**config.mk**
```make
export PLATFORM = sky130hd
export DESIGN_NAME = disp_frame_seq
export DESIGN_NICKNAME = d
export VERILOG_FILES = /design/src/rtl/disp_frame_seq.sv
export SDC_FILE = /design/constraint.sdc
export NUM_CORES = 1
export LEC_CHECK = 0
export ABC_CLOCK_PERIOD_IN_PS = 1890
export CORE_ASPECT_RATIO = 1.75
export CORE_UTILIZATION = 47
export DETAILED_ROUTE_END_ITERATION = 16
export HOLD_SLACK_MARGIN = 0.15
export PLACE_DENSITY_LB_ADDON = 0.25
export SYNTH_ARGS = -nofsm -noshare
export SYNTH_HDL_FRONTEND = slang
export SYNTH_SLANG_ARGS = --single-unit
```
**constraint.sdc**
```tcl
create_clock -name i_clk -period 1.89 [get_ports i_clk]
set_input_delay 0.378 -clock i_clk [delete_from_list [all_inputs] [get_ports i_clk]]
set_output_delay 0.378 -clock i_clk [all_outputs]
set_load 0.01 [all_outputs]
```
**src/rtl/disp_frame_seq.sv**
```systemverilog
// Display-driver feeder: runs the LCD init sequence once, then streams HOME + frame words for the BCD time.
// Optional blink of the digits while editing is enabled by defining DISP_FRAME_SEQ_BLINK_EN.
module disp_frame_seq #(
   parameter int SIZE        = 4,
   parameter int INIT_DELAY  = 16,
   parameter int REFRESH_DIV = 1000
) (
   input  logic              i_clk,
   input  logic              i_rst,
   input  logic [7:0]        i_hours,
   input  logic [7:0]        i_minutes,
   input  logic              i_edit,
   input  logic              i_ready,
   output logic              o_valid,
   output logic [10:0]       o_comm,
   output logic [SIZE*8-1:0] o_data
);

   localparam int WAIT_W = (INIT_DELAY > 1) ? $clog2(INIT_DELAY) : 1;
   localparam int REF_W  = (REFRESH_DIV > 1) ? $clog2(REFRESH_DIV) : 1;
   localparam logic [WAIT_W-1:0] WAIT_LAST = WAIT_W'(INIT_DELAY - 1);
   localparam logic [REF_W-1:0]  REF_LAST  = REF_W'(REFRESH_DIV - 1);

   localparam logic [2:0] S_WAIT  = 3'd0;
   localparam logic [2:0] S_INIT  = 3'd1;
   localparam logic [2:0] S_IDLE  = 3'd2;
   localparam logic [2:0] S_HOME  = 3'd3;
   localparam logic [2:0] S_FRAME = 3'd4;

   localparam logic [10:0] CMD_HOME  = 11'h080;
   localparam logic [10:0] CMD_FRAME = 11'h200;

   logic [2:0]        state;
   logic [WAIT_W-1:0] wait_cnt;
   logic [REF_W-1:0]  ref_cnt;
   logic [1:0]        init_idx;
   logic [15:0]       snap;
   logic [15:0]       time_now;
   logic              xfer;
   logic              expire;
   logic              changed;
   logic              refresh;
   logic              blank_next;

   function automatic logic [7:0] init_instr(input logic [1:0] idx);
      case (idx)
         2'd0:    return 8'h38;
         2'd1:    return 8'h0C;
         2'd2:    return 8'h06;
         default: return 8'h01;
      endcase
   endfunction

   function automatic logic [7:0] digit_char(input logic [3:0] n);
      return (n <= 4'd9) ? (8'h30 + {4'h0, n}) : 8'h2D;
   endfunction

   // Only the low four bytes carry digits; everything else stays a space.
   function automatic logic [SIZE*8-1:0] build_frame(input logic [15:0] t, input logic blank);
      logic [SIZE*8-1:0] f;
      f = {SIZE{8'h20}};
      if (!blank) begin
         for (int i = 0; i < 4; i++) begin
            if (i < SIZE) f[8*i +: 8] = digit_char(t[4*i +: 4]);
         end
      end
      return f;
   endfunction

   assign time_now = {i_hours, i_minutes};
   assign xfer     = o_valid && i_ready;
   assign expire   = (ref_cnt == REF_LAST);
   assign changed  = (time_now != snap);
   assign refresh  = (state == S_IDLE) && (expire || changed);

`ifdef DISP_FRAME_SEQ_BLINK_EN
   logic phase;
   logic phase_next;

   // Phase advances only on periodic expiry, and is forced low outside edit mode.
   always_comb begin
      phase_next = phase;
      if (!i_edit)
         phase_next = 1'b0;
      else if ((state == S_IDLE) && expire)
         phase_next = ~phase;
   end

   always_ff @(posedge i_clk) begin
      if (i_rst) phase <= 1'b0;
      else       phase <= phase_next;
   end

   assign blank_next = i_edit && phase_next;
`else
   logic unused_edit;
   assign unused_edit = i_edit;
   assign blank_next  = 1'b0;
`endif

   // Outputs are registered and reloaded on the transfer edge, so i_ready never reaches o_valid combinationally.
   always_ff @(posedge i_clk) begin
      if (i_rst) begin
         state    <= S_WAIT;
         wait_cnt <= '0;
         ref_cnt  <= '0;
         init_idx <= 2'd0;
         snap     <= 16'h0000;
         o_valid  <= 1'b0;
         o_comm   <= 11'h000;
         o_data   <= {SIZE{8'h20}};
      end else begin
         case (state)
            S_WAIT: begin
               if (wait_cnt == WAIT_LAST) begin
                  state    <= S_INIT;
                  wait_cnt <= '0;
                  init_idx <= 2'd0;
                  o_valid  <= 1'b1;
                  o_comm   <= {3'b000, init_instr(2'd0)};
               end else begin
                  wait_cnt <= wait_cnt + 1'b1;
               end
            end
            S_INIT: begin
               if (xfer) begin
                  if (init_idx == 2'd3) begin
                     state  <= S_HOME;
                     o_comm <= CMD_HOME;
                     snap   <= time_now;
                     o_data <= build_frame(time_now, blank_next);
                  end else begin
                     init_idx <= init_idx + 2'd1;
                     o_comm   <= {3'b000, init_instr(init_idx + 2'd1)};
                  end
               end
            end
            S_IDLE: begin
               ref_cnt <= expire ? '0 : ref_cnt + 1'b1;
               if (refresh) begin
                  state   <= S_HOME;
                  o_valid <= 1'b1;
                  o_comm  <= CMD_HOME;
                  snap    <= time_now;
                  o_data  <= build_frame(time_now, blank_next);
               end
            end
            S_HOME: begin
               if (xfer) begin
                  state  <= S_FRAME;
                  o_comm <= CMD_FRAME;
               end
            end
            S_FRAME: begin
               if (xfer) begin
                  state   <= S_IDLE;
                  o_valid <= 1'b0;
                  ref_cnt <= '0;
               end
            end
            default: begin
               state   <= S_WAIT;
               o_valid <= 1'b0;
            end
         endcase
      end
   end

endmodule

```
Word level (Yosys, flattened, before mapping)
Index checks and enable logic that the tools add are counted.
{ "word_totals": {"output_inout_bits": 44, "register_bits": 79, "inputBits": 20, "elab_cells": 91} }
{ "op_classes": {"reduce_logical": 16, "addsub": 7, "magnitude_cmp": 4, "bitwise_logic": 1, "eq_ne": 17, "mux": 38} }
{ "op_table": {"columns": ["cell", "n"], "rows": [
  ["32-bit two-way mux", 3],
  ["32-bit one-hot mux with 2 select lines", 1],
  ["16-bit two-way mux", 3],
  ["11-bit two-way mux", 4],
  ["11-bit one-hot mux with 4 select lines", 1],
  ["16-bit one-hot mux with 2 select lines", 1],
  ["6-bit by 4-bit adder with 7-bit output (first input constant)", 4],
  ["7-bit two-way mux", 4],
  ["10-bit two-way mux", 2],
  ["10-bit one-hot mux with 2 select lines", 1],
  ["3-bit two-way mux", 6],
  ["6-bit one-hot mux with 3 select lines", 1],
  ["4-bit <= comparator (second input constant)", 4],
  ["16-bit inequality test", 1],
  ["3-bit one-hot mux with 5 select lines", 1],
  ["2-bit inequality test (second input constant)", 7],
  ["4-bit AND reduction", 3],
  ["10-bit by 1-bit adder with 10-bit output (second input constant)", 1],
  ["10-bit == test (second input constant)", 1],
  ["8-bit two-way mux", 1],
  ["3-bit by 2-bit == test with 1-bit output (second input constant)", 2],
  ["2-bit two-way mux", 3],
  ["6-bit AND reduction", 1],
  ["2-bit nonzero test", 3],
  ["20 further kinds", 24]
]} }

Depth between registers and ports, before layout
{ "logic_depth": {"word_depth": 6, "ltp_mapped": 7, "ltp_nobuf": 6} }

Worst setup path before layout
Ideal clock, no wire load.
{ "synth_path": {"path_kind": "register to register", "startpoint": "reg init_idx[0]", "endpoint": "reg snap[0]", "setup_time_ns": 0.072, "required_time_ns": 1.818, "setup_slack_ns": 0.059, "n_path_buf": 1, "period_less_slack_ns": 1.831, "path_stages_with_launch": 8, "arrival_ns": 1.759, "cell_sequence": "dfxtp_1 -> ha_1 -> nand2_1 -> o31a_1 -> nor2_4 -> a21boi_4 -> buf_4 -> mux2i_1"} }
{ "synth_via": {"elab_chain_cells": 3} }
{ "synth_rtl": {"columns": ["element", "line", "source"], "rows": [
  ["start, declared", "36", "logic [1:0] init_idx;"],
  ["start signal, assigned", "133", "init_idx <= init_idx + 2'd1;"],
  ["2-bit == test", "127", "if (init_idx == 2'd3) begin"],
  ["2-bit inequality test (no line)", null, null],
  ["4-bit AND reduction (no line)", null, null],
  ["end signal, assigned", "130", "snap <= time_now;"],
  ["end signal, assigned", "144", "snap <= time_now;"],
  ["end, declared", "37", "logic [15:0] snap;"]
]} }
No other way between the ends.
A chain may end at the register's enable or synchronous reset.

Final worst setup path
{ "layout_path": {"startpoint": "reg snap[1]", "endpoint": "reg o_data[0]"} }
{ "layout_via": {"elab_chain_cells": 5} }
{ "layout_rtl": {"columns": ["element", "line", "source"], "rows": [
  ["16-bit inequality test", "73", "assign changed = (time_now != snap);"],
  ["1-bit logical OR", "74", "assign refresh = (state == S_IDLE) && (expire || changed);"],
  ["1-bit logical AND", "74", null],
  ["2-bit inequality test (no line)", null, null],
  ["4-bit AND reduction (no line)", null, null],
  ["end signal, assigned", "111", "o_data <= {SIZE{8'h20}};"],
  ["end signal, assigned", "131", "o_data <= build_frame(time_now, blank_next);"],
  ["end signal, assigned", "145", "o_data <= build_frame(time_now, blank_next);"],
  ["end, declared", "16", "output logic [SIZE*8-1:0] o_data"]
]} }
No other way between the ends.

==> flow_summary.json <==
{
  "synthTopCellsByCount": "dfxtp_1, nand2_1, nor2_1, xor2_1, buf_4",
  "number_of_antenna_violations_at_the_first_check_in_global_routing": 0,
  "numClockSinks": 63,
  "final_layout_size_suffix_gt1_share_pct": 23.4,
  "final_period_minus_worst_setup_slack_ps": 1890,
  "synth.area.top_cells": "dfxtp_1, nand2_1, xor2_1, mux2i_1, buf_4",
  "syn_std_cell_area_um2": 3260,
  "placement_rows": 39,
  "fmax_mhz": 531,
  "seq_area_frac_synth_pct": 38.7,
  "timing.critical_path.to_type": "flip-flop",
  "worstSkewPairLatency_ps": 330,
  "fp.coreArea_um2": 6640,
  "initial_standard_cell_utilization_of_the_core_pct": 49.1,
  "p_sw_share_pct": 25.7,
  "whs_path_depth": 3,
  "detail-route-antenna-nets": 0,
  "num_vias": 3019,
  "fin_util_pct": 69.5,
  "globalRouteOverflowTotal": 0,
  "place_ws_ps": -444,
  "synth_top_cell_area_share_pct": 38.7,
  "post_route_fraction_of_the_period_consumed_by_the_critical_path_pct": 99.7,
  "drt_first_iter_violations": 172,
  "floorplan.io_pins": 64,
  "firstDrtPassIters": 4,
  "num-nets-final": 500,
  "port_buffers": 47,
  "timing.reg2reg.worst_path_depth": 6,
  "total_setup_violations_reported_at_the_end_of_the_flow": 0,
  "synth_top_flop_cell": "dfxtp_1",
  "finalPower_mw": 3.73,
  "powerDensity_nw_per_um2": 809,
  "syn_area_per_cell_um2": 8.77,
  "max_cap_violations": 0,
  "vias_per_cell": 5.39,
  "pwr-share-clk_pct": 41.2,
  "synth_warnings": 0,
  "num_antenna_cells": 0,
  "synth_enable_flop_cells": 0,
  "hold_viol": 0,
  "syn-instance-count": 372,
  "worstPathArrival_ps": 2100,
  "setup.worst_path.start_class": "flip-flop",
  "combined_area_of_the_multi_input_logic_cells_um2": 1880,
  "vert_die_dim_um": 112,
  "cellInternalPower_mw": 2.77,
  "min_path_type": "in2reg",
  "power.share.sequential_pct": 39.8,
  "detailedPlacementHpwl_um": 5920,
  "detailed_route_wire_length_per_cell_um": 15.0,
  "numCtsBuffers": 9,
  "grt_setup_unrepaired": "true",
  "detail_route.drc_violations": 0,
  "power.share.combinational_pct": 19.0,
  "gpl.final_weighted_congestion": 0.829,
  "synth_area_leader_cell": "dfxtp_1",
  "yosysUniqueCellTypes": 55,
  "holdBufCountCts": 0,
  "path_class": "reg2reg",
  "grt_first_pass_wirelength_um": 13400,
  "outcome": "finished, final reports clean",
  "cts_root_buffer": "clkbuf_16",
  "clock-skew-final_ps": 4.38,
  "cts_tree": "done",
  "async_flop_share_pct": 0,
  "floorplan.die_area_um2": 7290,
  "htree_num_levels": 3,
  "ir_drop_v": 0.000658,
  "clock_pin_transition_on_the_worst_setup_and_hold_timing_paths_ps": 50,
  "critPathMaxFanout": 5,
  "layout.filler_cells": 534,
  "gr-usage-all-layers_pct": 24.2,
  "synth_most_common_cell": "dfxtp_1",
  "worstPathRequired_ps": 2110,
  "fin_ws_ps": 4.99,
  "leakage_nw": 1.83,
  "flow.area_growth_from_synthesis_pct": 41.4,
  "drv_slew": 0,
  "pin_count_of_the_biggest_net_entering_global_routing": 57,
  "clock_path_buffers": 2,
  "number_of_global_route_vias_before_repair": 2959,
  "chipWidth_um": 65.0,
  "synth.ff_latch_count": 63,
  "seq_cell_area_um2": 1270,
  "routed_wirelength_um": 8380,
  "power_switching_uw": 960
}
## flip-flops by register name, indices dropped and copies added, names as in the netlist
| signal | cells |
|---|---|
| o_data | 20 |
| snap | 16 |
| ref_cnt | 10 |
| o_comm | 7 |
| wait_cnt | 4 |
| state | 3 |
| init_idx | 2 |
| o_valid | 1 |
## layout make-up
class / instances / share of cell area (%)
Multi-Input combinational cell: 274 / 40.7
Sequential cell: 63 / 27.5
Timing Repair Buffer: 114 / 22.6
Clock buffer: 15 / 6.03
Tap cell: 82 / 2.23
Inverter: 12 / 0.977
## metrics by stage
stage / hold WS (ps) / setup TNS [ps] / std cells / cell area [um2]
2_1_floorplan: 440 / 0 / 385 / 3310
3_3_place_gp: 442 / -15310 / 536 / 4140
3_5_place_dp: 443 / -16490 / 536 / 4140
4_1_cts: 451 / -1.10 / 557 / 4560
5_1_grt: 428 / -46.4 / 560 / 4610
6_report: 405 / 0 / 560 / 4610
## power groups by stage
stage | clock network (mW) | logic (mW) | registers (mW)
2_1_floorplan | 0 | 0.363 | 1.51
3_3_place_gp | 0 | 0.663 | 1.50
3_5_place_dp | 0 | 0.680 | 1.51
4_1_cts | 1.55 | 0.705 | 1.48
5_1_grt | 1.61 | 0.769 | 1.49
6_report | 1.53 | 0.710 | 1.48
## per-layer routing
layer,part of all wire [%],track usage (%)
met5,0,0
met2,55,42.4
met3,3.2,4.67
met1,38,25.5
met4,4.2,15.6
## cell usage in the layout, fill, tap and decap left out, drive strengths merged, types with 4 or more instances in the layout
cell type	count
o221a	12
ha	6
a31oi	4
and4	4
xor2	21
nand2	60
or4	5
nand4	5
buf	66
dlygate4sd2	13
clkbuf	15
o21ai	19
dfxtp	63
clkdlybuf4s50	31
nor4	5
o2111ai	8
nor2	32
inv	12
xnor2	4
nand3	7
mux2i	16
a21oi	14
nor3	5
conb	15
## worst max-delay path, cell delays in order (launching register included)
cell and delay, ps:
dfxtp_2 330, xor2_2 190, nor4_2 360, and4_4 300, a21boi_4 80, bufbuf_16 280, o221a_1 230
## kinds of logic (layout without fill, tap and decap cells)
family / count (synthesis) / count (layout) / synth area share [%]
other cells: 2 / 15 / 0.230
mux: 18 / 18 / 5.60
flops: 63 / 63 / 38.7
buf+inv: 48 / 141 / 8.48
fa+ha+maj: 6 / 6 / 2.30
xor+xnor: 25 / 25 / 6.72
simple gates: 139 / 139 / 21.5
compound gates: 71 / 71 / 16.5
## final timing paths
check,from,to,slack [ps]
worst max-delay path,snap[1]$_SDFFE_PP0P_,o_data[0]$_SDFFE_PP0P_,5
worst max register to register,snap[1]$_SDFFE_PP0P_,o_data[0]$_SDFFE_PP0P_,5
worst min register to register,o_data[11]$_SDFFE_PP0P_,o_data[11]$_SDFFE_PP0P_,450
worst min-delay path,i_hours[0],snap[8]$_SDFFE_PP0P_,410
## repair_timing
action | 4_1_cts | 5_1_grt
hold endpoints to repair | 0 | 0
resized for setup | 29 | 10
pin swaps | 9 | 7
gates cloned | 1 | 0
setup buffers | 5 | 3
endpoints found under the setup margin | 32 | 37
Note: power is estimated with default switching activity, not from simulation.
